==> config.mk <==
export PLATFORM = sky130hd
export DESIGN_NAME = mem_access_unit_flat
export DESIGN_NICKNAME = d
export VERILOG_FILES = /design/src/rtl/mem_access_unit_pkg.sv /design/src/rtl/mem_access_unit_if.sv /design/src/rtl/mem_access_unit_lane_align.sv /design/src/rtl/mem_access_unit.sv /design/src/flat_wrapper.sv
export SDC_FILE = /design/constraint.sdc
export NUM_CORES = 1
export LEC_CHECK = 0
export CORE_UTILIZATION = 35
export CTS_CLUSTER_DIAMETER = 150
export CTS_CLUSTER_SIZE = 30
export DETAILED_ROUTE_END_ITERATION = 7
export GPL_TIMING_DRIVEN = 0
export PLACE_DENSITY = 0.61
export SLEW_MARGIN = 0
export SYNTH_ARGS = -nofsm -noshare
export SYNTH_HDL_FRONTEND = slang
export SYNTH_SLANG_ARGS = --single-unit
export TNS_END_PERCENT = 30
==> constraint.sdc <==
create_clock -name clk -period 2.1 [get_ports clk]
set_clock_uncertainty 0.15 [all_clocks]
set_input_delay 0.525 -clock clk [delete_from_list [all_inputs] [get_ports clk]]
set_output_delay 0.525 -clock clk [all_outputs]
set_load 0.01 [all_outputs]
==> src/rtl/mem_access_unit_pkg.sv <==
// ----------------------------------------------------------------------------
// mem_access_unit_pkg
// Shared types and constants for the MEM-stage bus master:
//   - chip-enable encodings of the membus
//   - mem_op_t load/store opcode (3 bits)
//   - mau_state_t controller states
//   - byte-lane select constants
//   - helpers to classify an opcode and detect misalignment
// ----------------------------------------------------------------------------
package mem_access_unit_pkg;

    localparam logic CHIP_ENABLE  = 1'b1;
    localparam logic CHIP_DISABLE = 1'b0;

    localparam logic [3:0] SEL_NONE    = 4'b0000;
    localparam logic [3:0] SEL_ALL     = 4'b1111;
    localparam logic [3:0] SEL_LO_HALF = 4'b0011;
    localparam logic [3:0] SEL_HI_HALF = 4'b1100;

    typedef enum logic [2:0] {
        OP_LB  = 3'd0,
        OP_LBU = 3'd1,
        OP_LH  = 3'd2,
        OP_LHU = 3'd3,
        OP_LW  = 3'd4,
        OP_SB  = 3'd5,
        OP_SH  = 3'd6,
        OP_SW  = 3'd7
    } mem_op_t;

    typedef enum logic [2:0] {
        IDLE   = 3'd0,
        ACCESS = 3'd1,
        RMW_RD = 3'd2,
        RMW_WR = 3'd3,
        RESP   = 3'd4
    } mau_state_t;

    function automatic logic is_store(input mem_op_t op);
        return (op == OP_SB) || (op == OP_SH) || (op == OP_SW);
    endfunction

    function automatic logic is_subword_store(input mem_op_t op);
        return (op == OP_SB) || (op == OP_SH);
    endfunction

    // Halfwords need an even address, words a multiple of four.
    function automatic logic is_misaligned(input mem_op_t op, input logic [1:0] lo);
        logic mis;
        case (op)
            OP_LH, OP_LHU, OP_SH: mis = lo[0];
            OP_LW, OP_SW:         mis = (lo != 2'b00);
            default:              mis = 1'b0;
        endcase
        return mis;
    endfunction

endpackage

==> src/rtl/mem_access_unit_if.sv <==
// ----------------------------------------------------------------------------
// i_membus
// Word-wide RAM bus. The master drives ce/we/addr/write/sel; the RAM returns
// read combinationally for the presented address. The RAM writes all four
// byte lanes whenever ce and we are set, regardless of sel.
// ----------------------------------------------------------------------------
interface i_membus;
    logic        ce;
    logic        we;
    logic [31:0] addr;
    logic [31:0] write;
    logic [3:0]  sel;
    logic [31:0] read;

    modport master (output ce, output we, output addr, output write, output sel, input read);
    modport slave  (input ce, input we, input addr, input write, input sel, output read);
endinterface

==> src/rtl/mem_access_unit_lane_align.sv <==
// ----------------------------------------------------------------------------
// mem_lane_align (combinational)
// Byte-lane handling keyed by opcode and address bits [1:0], little-endian
// (lane 0 = bits 7:0).
//   op_i, addr_lo_i : latched opcode and low address bits
//   rdata_i         : word read from RAM          -> load_o (extracted/extended)
//   merge_i         : word captured in RMW read   -> merged_o (lanes replaced)
//   wdata_i         : right-aligned store data    -> repl_o/repl_sel_o
//                                                   (replicated, single-cycle)
// ----------------------------------------------------------------------------
module mem_lane_align
    import mem_access_unit_pkg::*;
(
    input  mem_op_t     op_i,
    input  logic [1:0]  addr_lo_i,
    input  logic [31:0] rdata_i,
    input  logic [31:0] merge_i,
    input  logic [31:0] wdata_i,
    output logic [31:0] load_o,
    output logic [31:0] merged_o,
    output logic [31:0] repl_o,
    output logic [3:0]  repl_sel_o
);

    logic [7:0]  byte_s;
    logic [15:0] half_s;

    // Load lane extraction and sign/zero extension.
    always_comb begin
        case (addr_lo_i)
            2'd0:    byte_s = rdata_i[7:0];
            2'd1:    byte_s = rdata_i[15:8];
            2'd2:    byte_s = rdata_i[23:16];
            2'd3:    byte_s = rdata_i[31:24];
            default: byte_s = 8'h00;
        endcase
        half_s = addr_lo_i[1] ? rdata_i[31:16] : rdata_i[15:0];
        case (op_i)
            OP_LB:   load_o = {{24{byte_s[7]}}, byte_s};
            OP_LBU:  load_o = {24'h000000, byte_s};
            OP_LH:   load_o = {{16{half_s[15]}}, half_s};
            OP_LHU:  load_o = {16'h0000, half_s};
            OP_LW:   load_o = rdata_i;
            default: load_o = 32'h0000_0000;
        endcase
    end

    // Read-merge: overwrite only the target lanes of the captured word.
    always_comb begin
        merged_o = merge_i;
        case (op_i)
            OP_SB: begin
                case (addr_lo_i)
                    2'd0:    merged_o[7:0]   = wdata_i[7:0];
                    2'd1:    merged_o[15:8]  = wdata_i[7:0];
                    2'd2:    merged_o[23:16] = wdata_i[7:0];
                    2'd3:    merged_o[31:24] = wdata_i[7:0];
                    default: merged_o = merge_i;
                endcase
            end
            OP_SH: begin
                if (addr_lo_i[1]) begin
                    merged_o[31:16] = wdata_i[15:0];
                end else begin
                    merged_o[15:0] = wdata_i[15:0];
                end
            end
            OP_SW:   merged_o = wdata_i;
            default: merged_o = merge_i;
        endcase
    end

    // Single-cycle sub-word store: replicate data, select lanes via sel.
    always_comb begin
        case (op_i)
            OP_SB: begin
                repl_o     = {4{wdata_i[7:0]}};
                repl_sel_o = 4'b0001 << addr_lo_i;
            end
            OP_SH: begin
                repl_o     = {2{wdata_i[15:0]}};
                repl_sel_o = addr_lo_i[1] ? SEL_HI_HALF : SEL_LO_HALF;
            end
            default: begin
                repl_o     = wdata_i;
                repl_sel_o = SEL_ALL;
            end
        endcase
    end

endmodule

==> src/rtl/mem_access_unit.sv <==
// ----------------------------------------------------------------------------
// mem_access_unit
// MEM-stage bus master: accepts one load/store at a time, runs the membus
// cycle(s) and returns a one-cycle response. Sub-word stores are done as a
// read-merge-write of the full word when RMW_ENABLE=1.
// Ports:
//   clk, rst        : clock, synchronous active-low reset
//   req_*           : request handshake (valid/ready, op, addr, wdata)
//   resp_*          : completion pulse, load data, misalignment error+addr
//   ram             : i_membus master
// ----------------------------------------------------------------------------
module mem_access_unit
    import mem_access_unit_pkg::*;
#(
    parameter bit          RMW_ENABLE = 1'b1,
    parameter logic [31:0] ADDR_MASK  = 32'h0007_FFFC
) (
    input  logic        clk,
    input  logic        rst,
    input  logic        req_valid,
    output logic        req_ready,
    input  mem_op_t     req_op,
    input  logic [31:0] req_addr,
    input  logic [31:0] req_wdata,
    output logic        resp_valid,
    output logic [31:0] resp_rdata,
    output logic        resp_err,
    output logic [31:0] resp_badaddr,
    i_membus.master     ram
);

    mau_state_t  state_q;
    mem_op_t     op_q;
    logic [31:0] addr_q;
    logic [31:0] wdata_q;
    logic [31:0] merge_q;
    logic        resp_valid_q;
    logic [31:0] resp_rdata_q;
    logic        resp_err_q;
    logic [31:0] resp_badaddr_q;

    logic [31:0] load_s;
    logic [31:0] merged_s;
    logic [31:0] repl_s;
    logic [3:0]  repl_sel_s;

    mem_lane_align u_lane (
        .op_i       (op_q),
        .addr_lo_i  (addr_q[1:0]),
        .rdata_i    (ram.read),
        .merge_i    (merge_q),
        .wdata_i    (wdata_q),
        .load_o     (load_s),
        .merged_o   (merged_s),
        .repl_o     (repl_s),
        .repl_sel_o (repl_sel_s)
    );

    assign req_ready    = (state_q == IDLE) & rst;
    assign resp_valid   = resp_valid_q;
    assign resp_rdata   = resp_rdata_q;
    assign resp_err     = resp_err_q;
    assign resp_badaddr = resp_badaddr_q;

    // Controller FSM, request latches and registered response.
    always_ff @(posedge clk) begin
        if (!rst) begin
            state_q        <= IDLE;
            op_q           <= OP_LB;
            addr_q         <= 32'h0000_0000;
            wdata_q        <= 32'h0000_0000;
            merge_q        <= 32'h0000_0000;
            resp_valid_q   <= 1'b0;
            resp_rdata_q   <= 32'h0000_0000;
            resp_err_q     <= 1'b0;
            resp_badaddr_q <= 32'h0000_0000;
        end else begin
            case (state_q)
                IDLE: begin
                    if (req_valid) begin
                        op_q    <= req_op;
                        addr_q  <= req_addr;
                        wdata_q <= req_wdata;
                        if (is_misaligned(req_op, req_addr[1:0])) begin
                            // No bus cycle: report straight away.
                            state_q        <= RESP;
                            resp_valid_q   <= 1'b1;
                            resp_err_q     <= 1'b1;
                            resp_badaddr_q <= req_addr;
                        end else if (RMW_ENABLE && is_subword_store(req_op)) begin
                            state_q <= RMW_RD;
                        end else begin
                            state_q <= ACCESS;
                        end
                    end else begin
                        state_q <= IDLE;
                    end
                end
                ACCESS: begin
                    if (!is_store(op_q)) begin
                        resp_rdata_q <= load_s;
                    end else begin
                        resp_rdata_q <= 32'h0000_0000;
                    end
                    resp_valid_q <= 1'b1;
                    state_q      <= RESP;
                end
                RMW_RD: begin
                    merge_q <= ram.read;
                    state_q <= RMW_WR;
                end
                RMW_WR: begin
                    resp_valid_q <= 1'b1;
                    state_q      <= RESP;
                end
                RESP: begin
                    resp_valid_q   <= 1'b0;
                    resp_rdata_q   <= 32'h0000_0000;
                    resp_err_q     <= 1'b0;
                    resp_badaddr_q <= 32'h0000_0000;
                    state_q        <= IDLE;
                end
                default: begin
                    resp_valid_q   <= 1'b0;
                    resp_rdata_q   <= 32'h0000_0000;
                    resp_err_q     <= 1'b0;
                    resp_badaddr_q <= 32'h0000_0000;
                    state_q        <= IDLE;
                end
            endcase
        end
    end

    // Moore bus drive from state and latched request; forced idle in reset
    // so no write can reach the RAM during the reset cycle.
    always_comb begin
        ram.ce    = CHIP_DISABLE;
        ram.we    = 1'b0;
        ram.addr  = 32'h0000_0000;
        ram.write = 32'h0000_0000;
        ram.sel   = SEL_NONE;
        if (rst) begin
            case (state_q)
                ACCESS: begin
                    ram.ce   = CHIP_ENABLE;
                    ram.addr = addr_q & ADDR_MASK;
                    if (is_store(op_q)) begin
                        ram.we    = 1'b1;
                        ram.write = repl_s;
                        ram.sel   = repl_sel_s;
                    end else begin
                        ram.we = 1'b0;
                    end
                end
                RMW_RD: begin
                    ram.ce   = CHIP_ENABLE;
                    ram.addr = addr_q & ADDR_MASK;
                end
                RMW_WR: begin
                    ram.ce    = CHIP_ENABLE;
                    ram.we    = 1'b1;
                    ram.addr  = addr_q & ADDR_MASK;
                    ram.write = merged_s;
                    ram.sel   = SEL_ALL;
                end
                default: begin
                    ram.ce = CHIP_DISABLE;
                end
            endcase
        end else begin
            ram.ce = CHIP_DISABLE;
        end
    end

endmodule

==> src/flat_wrapper.sv <==
// flat-port wrapper written by rule: the top's interface ports become plain ports
module mem_access_unit_flat import mem_access_unit_pkg::*;
#(
    parameter bit          RMW_ENABLE = 1'b1,
    parameter logic [31:0] ADDR_MASK  = 32'h0007_FFFC
)
  (clk, rst, req_valid, req_ready, req_op, req_addr, req_wdata, resp_valid, resp_rdata, resp_err, resp_badaddr, ram_ce, ram_we, ram_addr, ram_write, ram_sel, ram_read);
  i_membus ram_i ();
  input  logic clk;
  input  logic rst;
  input  logic req_valid;
  output logic req_ready;
  input  mem_op_t req_op;
  input  logic [31:0] req_addr;
  input  logic [31:0] req_wdata;
  output logic resp_valid;
  output logic [31:0] resp_rdata;
  output logic resp_err;
  output logic [31:0] resp_badaddr;
  output wire logic [$bits(ram_i.ce)-1:0] ram_ce;
  output wire logic [$bits(ram_i.we)-1:0] ram_we;
  output wire logic [$bits(ram_i.addr)-1:0] ram_addr;
  output wire logic [$bits(ram_i.write)-1:0] ram_write;
  output wire logic [$bits(ram_i.sel)-1:0] ram_sel;
  input wire logic [$bits(ram_i.read)-1:0] ram_read;
  assign ram_ce = ram_i.ce;
  assign ram_we = ram_i.we;
  assign ram_addr = ram_i.addr;
  assign ram_write = ram_i.write;
  assign ram_sel = ram_i.sel;
  assign ram_i.read = ram_read;
  mem_access_unit #(.RMW_ENABLE(RMW_ENABLE), .ADDR_MASK(ADDR_MASK)) u_core (.clk(clk), .rst(rst), .req_valid(req_valid), .req_ready(req_ready), .req_op(req_op), .req_addr(req_addr), .req_wdata(req_wdata), .resp_valid(resp_valid), .resp_rdata(resp_rdata), .resp_err(resp_err), .resp_badaddr(resp_badaddr), .ram(ram_i));
endmodule
==> impl_metrics.csv <==
group,metric,value,unit
sta,setup-violations-final,60,
drt,drtPass1Iterations,5,
sta,max_clock_freq,0.354,GHz
floorplan,initial_utilization,36.2,%
clocking,max-clock-path-buffers,2,
global_routing,largest_net_degree_at_the_start_of_global_routing,17,
synthesis,synth.yosys.seq_area_share,40.2,%
synthesis,postSynth.asyncResetShare,0,%
power_and_ir_drop,power_leakage,4.89,nW
synthesis,synth_edf_count,0,
cells_and_area,final_design_area_no_fill,12300,sq um
sta,rsz_0062_raised_after_global_routing,"true",
power_and_ir_drop,ir_worst_vdd,0.000553,V
setup_path,arrival,2.15,ns
synthesis,yosys.cell_count.top_type,"sky130_fd_sc_hd__nand2_1",
setup_path,crit_fanout,5,
power_and_ir_drop,power.share.switching,29.2,%
drt,drt_first_iter_violations,693,
sta,fraction_of_the_cycle_the_final_worst_path_needs,134,%
clocking,clock_insertion_delay_at_the_later_pin_of_the_skew_report,0.44,ns
setup_path,start_kind,"flip-flop",
placement,post_dp_cell_area,10400,sq um
placement,dp_slack,-0.999,ns
placement,routability_cong,0.906,
global_routing,global_route_wire_length_before_repair,45.0,mm
cells_and_area,instances_no_fill,1550,
clocking,cts_tree,"yes",
synthesis,ys_top_cells_by_area,"sky130_fd_sc_hd__dfxtp_1, sky130_fd_sc_hd__nand2_1, sky130_fd_sc_hd__a21boi_0, sky130_fd_sc_hd__a22o_1, sky130_fd_sc_hd__a21oi_1",
synthesis,synth.ff_latch_count,155,
floorplan,core,21400,sq um
global_routing,grt.overflow.total,0,
synthesis,synth_top_cells_by_count,"sky130_fd_sc_hd__nand2_1, sky130_fd_sc_hd__dfxtp_1, sky130_fd_sc_hd__a21boi_0",
placement,portBuffers,222,
power_and_ir_drop,p_int,5.75,mW
clocking,clockRootBuffer,"sky130_fd_sc_hd__clkbuf_16",
sta,transition_time_of_the_tightest_slew_check_pin,0.711,ns
global_routing,antenna_found_initial,2,
power_and_ir_drop,p_per_area,660,nW/um^2
cells_and_area,syn2layout_area_growth,59.2,%
drt,drt-vias-per-instance,5.43,
floorplan,die_h,151,um
clocking,h-tree-depth,4,
floorplan,die-width,151,um
status,violated_checks,"negative setup slack",
cells_and_area,drive_gt1_share,27.8,%
synthesis,synthFlopType,"sky130_fd_sc_hd__dfxtp_1",
synthesis,post_synth.cell_area_avg,8.21,sq um
placement,dp.final_hpwl,21.5,mm
power_and_ir_drop,p_seq_share,40.2,%
sta,drv_slew,0,
setup_path,timing.critical_path.to_type,"output pin",
floorplan,floorplan_die_area,22700,sq um
floorplan,std_cell_rows,53,
sta,postLayoutSetupSlackWorst,-0.724,ns
status,status,"finished, violations left",
placement,place_inst,1452,
setup_path,regToRegSetupSlack,-0.04,ns
clocking,cts_inserted_buffers,17,
drt,antenna_violating_nets_post_route,0,
power_and_ir_drop,share_clk_of_total_power,37.5,%
drt,detail_route.wl_per_cell,19.7,um
global_routing,number_of_global_route_vias_before_repair,7883,
drt,remaining_drc_errors,0,
power_and_ir_drop,p_comb_share,22.3,%
floorplan,boundaryPins,239,
cells_and_area,nets,1362,
drt,postRouteWirelength,30.5,mm
power_and_ir_drop,power.net_switching,2.37,mW
synthesis,synth_top_area_cell,"sky130_fd_sc_hd__dfxtp_1",
setup_path,timing.critical_path.required,1.42,ns
synthesis,synth.distinct_cells,68,
synthesis,postSynthCellCount,941,
sta,fin_crit,2.82,ns
synthesis,synth_area,7720,sq um
synthesis,synth_largest_type_area_fraction,40.2,%
clocking,clock_sink_count,155,
synthesis,yosysWarnings,0,
sta,timing.final.hold_violations,0,
global_routing,grtUsageTotal,26.4,%
clocking,clk_pin_slew,0.07,ns
sta,slew-limit-headroom,52.6,%
setup_path,setup.worst_path.class,"flip-flop to output pin",
min_path,hp-class,"input port to flip-flop",
drt,vias_after_detailed_routing,8422,
job,max_cap_viol_count,0,
[placed cells by master (no fill, tap or decap), drive strengths merged, types with 5 or more instances in the layout]
master / n
a21oi: 41
dlymetal6s2s: 6
a21o: 9
a221oi: 8
a22o: 53
nand2: 243
inv: 15
mux4: 7
a32o: 7
and2: 23
clkbuf: 67
nor2b: 6
a22oi: 23
o22ai: 7
a222oi: 6
a221o: 7
nor2: 27
nand3: 5
clkdlybuf4s50: 160
a31oi: 12
o211ai: 14
conb: 15
clkinv: 6
o21ai: 36
buf: 176
dfxtp: 155
a21boi: 86
[stage by stage]
stage | util, % | TNS [ns] | hold slack (ns) | total power [mW]
2_1_floorplan | - | -1.56 | 0.285 | 4.08
3_3_place_gp | 48.9 | -92.73 | 0.285 | 4.74
3_5_place_dp | 48.9 | -92.68 | 0.291 | 4.75
4_1_cts | 55.0 | -27.81 | 0.299 | 8.01
5_1_grt | 57.6 | -32.73 | 0.299 | 8.44
6_report | 57.6 | -28.13 | 0.284 | 8.11
[what timing repair did]
item | in CTS | in global routing
pin swaps | 51 | 42
cloned | 5 | 3
resized for setup | 385 | 109
setup buffers | 45 | 21
endpoints found under the setup margin | 126 | 159
hold buffers | 0 | 0
[power by group through the flow]
stage,combinational [mW],clock (mW),sequential [mW]
2_1_floorplan,0.786,0,3.29
3_3_place_gp,1.46,0,3.29
3_5_place_dp,1.46,0,3.29
4_1_cts,1.67,3.09,3.24
5_1_grt,1.93,3.22,3.28
6_report,1.81,3.04,3.26
[worst max-delay path, cell delays in order (launching register included)]
cell and delay (ns):
sky130_fd_sc_hd__dfxtp_4 0.36, sky130_fd_sc_hd__buf_6 0.13, sky130_fd_sc_hd__buf_4 0.14, sky130_fd_sc_hd__buf_16 0.14, sky130_fd_sc_hd__nand2_2 0.07, sky130_fd_sc_hd__nor2_1 0.06
sky130_fd_sc_hd__o21ai_1 0.26, sky130_fd_sc_hd__a22oi_2 0.15, sky130_fd_sc_hd__o221ai_4 0.24, sky130_fd_sc_hd__buf_2 0.17
[cell type report]
| cell class | instances | area, sq um |
|---|---|---|
| repair buffers | 295 | 2790 |
| plain buffers | 93 | 729 |
| multi-input cells | 686 | 4670 |
| fillers | 1957 | 9060 |
| clock buffers | 21 | 470 |
| clock inverters | 11 | 109 |
| inverters | 12 | 50.0 |
| diodes | 2 | 5.00 |
| well taps | 275 | 344 |
| flip-flops and latches | 155 | 3130 |
[per-layer routing]
layer	global-route usage (%)	up-vias	routed length [um]
li1	-	3964	-
met2	41.8	453	13600
met3	8.27	87	3170
met5	0	-	0
met4	9.75	0	1160
met1	33.4	3918	12500
[registers in the layout, indices dropped and copies added (netlist names)]
| signal | count |
|---|---|
| u_core.resp_rdata | 32 |
| u_core.merge_q | 32 |
| u_core.resp_badaddr | 32 |
| u_core.resp_valid | 1 |
| u_core.wdata_q | 32 |
| u_core.op_q | 3 |
| u_core.state_q | 3 |
| u_core.resp_err | 1 |
| u_core.addr_q | 19 |
[kinds of logic after synthesis]
kind of cell	count (synthesis)	synth area share (%)
AO/OA/AOI/OAI	328	31.3
XOR/XNOR	1	0.113
buffers and inverters	114	7.23
flip-flops	155	40.2
multiplexers	11	2.66
other	1	0.0486
AND/OR/NAND/NOR	331	18.4
[path summary, 6_finish.rpt]
kind                                       startpoint                     end  cells after the start
worst max-delay path                   u_core.op_q[1]           ram_write[15]                      9
worst min-delay path                      req_addr[1]  u_core.resp_badaddr[1]                      2
worst max register to register         u_core.op_q[1]   u_core.resp_rdata[15]                      8
worst min register to register  u_core.resp_rdata[22]   u_core.resp_rdata[22]                      2
(Power assumes the default switching activity.)
